===== src/rtl/mips_pkg.sv =====
// mips_pkg: MIPS opcode constants shared with the main control decoder,
// loader instruction-class codes and loader FSM states.
package mips_pkg;
  localparam logic [5:0] OP_RTYPE = 6'b000000;
  localparam logic [5:0] OP_LW    = 6'b100011;
  localparam logic [5:0] OP_SW    = 6'b101011;
  localparam logic [5:0] OP_BEQ   = 6'b000100;
  typedef enum logic [1:0] {CLS_R = 2'b00, CLS_LW = 2'b01, CLS_SW = 2'b10, CLS_BEQ = 2'b11} cls_t;
  typedef enum logic [1:0] {ST_IDLE, ST_LOAD, ST_DONE} state_t;
endpackage


===== src/rtl/instr_fmt.sv =====
// instr_fmt: packs an instruction class and its fields into a 32-bit MIPS word.
module instr_fmt import mips_pkg::*; (
  input  logic [1:0]  cls,
  input  logic [4:0]  rs,
  input  logic [4:0]  rt,
  input  logic [4:0]  rd,
  input  logic [5:0]  funct,
  input  logic [15:0] imm,
  output logic [31:0] word
);
  logic [5:0] op;
  always_comb begin
    op = cls == CLS_R ? OP_RTYPE : cls == CLS_LW ? OP_LW : cls == CLS_SW ? OP_SW : OP_BEQ;
    word = cls == CLS_R ? {op, rs, rt, rd, 5'b00000, funct} : {op, rs, rt, imm};
  end
endmodule


===== src/rtl/instr_loader.sv =====
// instr_loader: accepts prog_len instruction bundles after a start request and
// writes each encoded word to consecutive instruction-memory addresses.
module instr_loader import mips_pkg::*; #(
  parameter logic [31:0] BASE_ADDR = 32'h0000_0000,
  parameter int          LEN_W     = 8
) (
  input  logic             clk,
  input  logic             rst_n,
  input  logic             start,
  input  logic [LEN_W-1:0] prog_len,
  input  logic             in_valid,
  output logic             in_ready,
  input  logic [1:0]       in_class,
  input  logic [4:0]       in_rs,
  input  logic [4:0]       in_rt,
  input  logic [4:0]       in_rd,
  input  logic [5:0]       in_funct,
  input  logic [15:0]      in_imm,
  output logic             imem_we,
  output logic [31:0]      imem_addr,
  output logic [31:0]      imem_wdata,
  output logic             busy,
  output logic             done
);
  state_t state;
  logic [LEN_W-1:0] idx;
  logic [LEN_W-1:0] len;
  logic [31:0] word;
  logic acc;
  assign in_ready = state == ST_LOAD;
  assign busy = state == ST_LOAD;
  assign done = state == ST_DONE;
  assign acc = in_valid && in_ready;
  instr_fmt u_fmt (
    .cls   (in_class),
    .rs    (in_rs),
    .rt    (in_rt),
    .rd    (in_rd),
    .funct (in_funct),
    .imm   (in_imm),
    .word  (word)
  );
  // The last acceptance moves to DONE so its write lands in the done cycle.
  always_ff @(posedge clk or negedge rst_n) begin
    if (!rst_n) begin
      state <= ST_IDLE;
      idx <= '0;
      len <= '0;
      imem_we <= 1'b0;
      imem_addr <= '0;
      imem_wdata <= '0;
    end else begin
      imem_we <= acc;
      if (acc) begin
        imem_addr <= BASE_ADDR + (32'(idx) << 2);
        imem_wdata <= word;
        idx <= idx + LEN_W'(1);
      end
      case (state)
        ST_IDLE: if (start) begin
          len <= prog_len;
          idx <= '0;
          state <= prog_len == '0 ? ST_DONE : ST_LOAD;
        end
        ST_LOAD: if (acc && idx == len - LEN_W'(1)) state <= ST_DONE;
        default: state <= ST_IDLE;
      endcase
    end
  end
endmodule


===== config.mk =====
export PLATFORM = sky130hd
export DESIGN_NAME = instr_loader
export DESIGN_NICKNAME = d
export VERILOG_FILES = /design/src/rtl/mips_pkg.sv /design/src/rtl/instr_fmt.sv /design/src/rtl/instr_loader.sv
export SDC_FILE = /design/constraint.sdc
export NUM_CORES = 1
export LEC_CHECK = 0
export ABC_AREA = 1
export BUFFER_PORTS_ARGS = -buffer_cell sky130_fd_sc_hd__buf_2
export CAP_MARGIN = 20
export CORE_UTILIZATION = 45
export DETAILED_ROUTE_END_ITERATION = 12
export GPL_TIMING_DRIVEN = 1
export PLACE_DENSITY_LB_ADDON = 0.3
export SYNTH_ARGS = -nofsm -noshare
export SYNTH_HDL_FRONTEND = slang
export SYNTH_HIERARCHICAL = 1
export SYNTH_SLANG_ARGS = --single-unit

===== constraint.sdc =====
create_clock -name clk -period 1.45 [get_ports clk]
set_input_delay 0.435 -clock clk [delete_from_list [all_inputs] [get_ports clk]]
set_output_delay 0.435 -clock clk [all_outputs]
set_load 0.02 [all_outputs]

==> metrics <==
status finished, violations left; failing checks setup timing; Seq/Total Area, Yosys 46.4%; row count 30; io pins 119; max frequency 667 MHz; Routed WL per cell between 10 and 15 um; worst setup margin -0.0503 ns; largest net degree at the start of global routing 30; Area contributors post-synth dfrtp_1 (46%), nand2_1 (22%), buf_4 (9.0%); CP peak stage delay 0.39 ns; wire length on met2 between 3000 and 4000 um; clk sinks between 50 and 60; GRT overflow 0; die area roughly 7400 um^2; Cell Pwr Density between 2000 and 2500 nW/um^2; slowest CP cell dfrtp_1; first-pass GRT wire length 11600 um; synth warn 6; Final Max Tran Viols 0; Multi-input gate area 1330 um^2; crit-path leading delay family flip-flops; post-route total power 0.00800 W; Synth Register Bits just under 60; clock tree buffer depth 2; Worst VDD drop approximately 0.95 mV; Starting Density a little under half; antenna viol nets, final 0; P_leak 2.34 nW; critical path peak fanout 3; drt pass-1 iters 4; unrepaired setup endpoints after global routing yes; Synth Area per Inst 7.56 um^2; critical path startpoint category register; DP Wirelength approximately 5000 um; Design Area, Final 3990 um^2; endpoint class of the critical path output pin; metal3 WL between 300 and 400 um; Routability Congestion ~0.82; CP Buf/Inv Count 3; Unique masters post-synth 28; Hold Path Class in2async; DRC errors left 0; antenna diode count 0; number of global-route vias before repair approximately 2600; Setup CP Type reg2out; layout net count 576; Clock Latency Late Sink between 0.3 and 0.4 ns; M1 WL between 3000 and 4000 um; cell area after synthesis 3180 um^2; worst path arrival time about 1.1 ns; Fillers around 680; WL final about 6900 um; Synth top area share a little under half; Layout area overhead 25.2%; count of hold-fix buffers inserted at cts 0; clock slew at reported path FFs around 0.07 ns; Final Hold Fails 0; CP Cell Sequence inv_2, nand2_4, inv_4, buf_6; CTS tree done; GR Util All Layers ~20%; Initial DRC Count between 80 and 90; die width approximately 86 um; Final min period 1.50 ns; DR vias/cell 4.40; Core Region between 6000 and 7000 um^2; vias post-DR 2735; Tcrit/Tclk final 103%; Synth area leader dfrtp_1; Req. time, crit path roughly 1 ns; uppermost routed layer met4; Synth Instances 421; setup tns final -0.158 ns; Port Buffers 94; H-tree depth 3; Max-Cap Viols 0; dpl cell area around 3700 um^2; CTS buffer count 9; antenna violations before repair 0; final setup violating endpoints 5; register area 1480 um^2; Final Skew between 0.006 and 0.007 ns; Root Driver clkbuf_8; fraction of layout cells with a size suffix above 1 between 20 and 30%; Chip Height about 86 um
per-stage QoR:
stage	hold slack (ns)	instances	worst slack [ns]	util [%]
after floorplan	0.139	444	0.0167	-
after global placement	0.393	599	-0.0191	53.7
after detailed placement	0.384	599	-0.0567	53.7
after CTS	0.0230	618	-0.0571	57.6
after global routing	0.0404	621	-0.197	58.4
final	0.0207	621	-0.0503	58.4
area by class of cell:
class	instances	share of cell area, %
multi-input combinational	295	33.4
tap	96	3.01
clock buffer	11	3.55
timing repair buffer	118	18.1
sequential	59	37.0
inverter	37	3.55
clock inverter	5	1.32
state kept, by name, indices dropped and copies added (netlist names):
register / flops
imem_wdata: 32
imem_addr: 8
idx: 8
imem_we: 1
state: 2
len: 8
cells by family (layout without fill, tap and decap cells):
logic type / count (synthesis) / after routing / share of synthesized area (%)
buffers and inverters: 90 / 171 / 16.2
adders and majority gates: 5 / 5 / 1.97
other: 2 / 25 / 0.236
AOI/OAI and AO/OA: 25 / 25 / 3.97
and+or+nand+nor: 235 / 235 / 29.8
xor gates and xnor gates: 5 / 5 / 1.38
DFF: 59 / 59 / 46.4
where the power goes:
part           switching (W)  total (W)  internal, W  leakage [nW]
registers           0.000445    0.00276      0.00231         0.753
logic                0.00234    0.00377      0.00143          1.49
clock network       0.000647    0.00148     0.000832        0.0991
what timing repair did:
action                                  CTS  global route
endpoints found under the setup margin    6            17
gates resized for setup                  15             9
buffers inserted                          3             3
pin swaps                                 6             6
metal layers:
metal  vias up  track usage [%]
met4         0             9.55
met2        79             31.6
met1      1234             26.3
met5         -                0
li1       1409                -
met3        13             5.10
cell usage after synthesis:
library cell	number
a21oi_1	6
a31oi_1	1
buf_2	8
buf_4	38
buf_6	2
clkbuf_1	3
clkbuf_2	1
clkbuf_8	1
conb_1	2
dfrtp_1	59
ha_1	5
inv_1	34
inv_2	3
nand2_1	187
nand2_2	2
nand3_1	11
nand3_2	1
nand4_1	2
nor2_1	24
nor2_4	1
nor3_1	4
nor3_4	1
nor3b_1	1
nor4_2	1
o21ai_0	17
o21ai_1	1
xnor2_1	2
xor2_1	3
final timing paths:
kind,startpoint,endpoint,slack [ns],cells past startpoint
setup / recovery,state[1]$_DFFE_PN0P_,in_ready,-0.05,4
hold / removal,rst_n,imem_addr[7]$_DFFE_PN0P_,0.02,1
setup reg to reg,len[1]$_DFFE_PN0P_,state[0]$_DFFE_PN0P_,-0.04,11
hold reg to reg,imem_wdata[24]$_DFFE_PN0P_,imem_wdata[24]$_DFFE_PN0P_,0.47,2
max in group asynchronous,rst_n,len[0]$_DFFE_PN0P_,0.94,2
min in group clk,in_rs[1],imem_wdata[22]$_DFFE_PN0P_,0.30,3
placed cells by master (no fill, tap or decap):
cell        netlist  routed
buf_8             0       1
nand2_2           2       4
conb_1            2      25
nor3b_1           1       1
bufinv_16         0       1
nor4_4            0       1
xnor2_1           2       2
inv_4             0       1
nor2_1           24      21
clkinvlp_4        0       1
nor3_4            1       1
nor2_4            1       1
a31oi_1           1       1
o21ai_0          17      17
clkbuf_1          3       1
xor2_1            3       3
clkbuf_8          1      10
nand2_4           0       1
nand4_1           2       2
dfrtp_1          59      59
nor2_2            0       3
nand3_1          11      10
buf_2             8      91
o21ai_1           1       1
buf_12            0       4
buf_4            38      20
nor3_2            0       1
inv_1            34      30
nor3_1            4       3
nand3_2           1       2
clkinv_2          0       3
buf_6             2       2
a21oi_1           6       5
ha_1              5       4
a21oi_2           0       1
nand2_1         187     184
inv_2             3       6
ha_4              0       1
No activity file was read; power rests on OpenSTA's default activity.
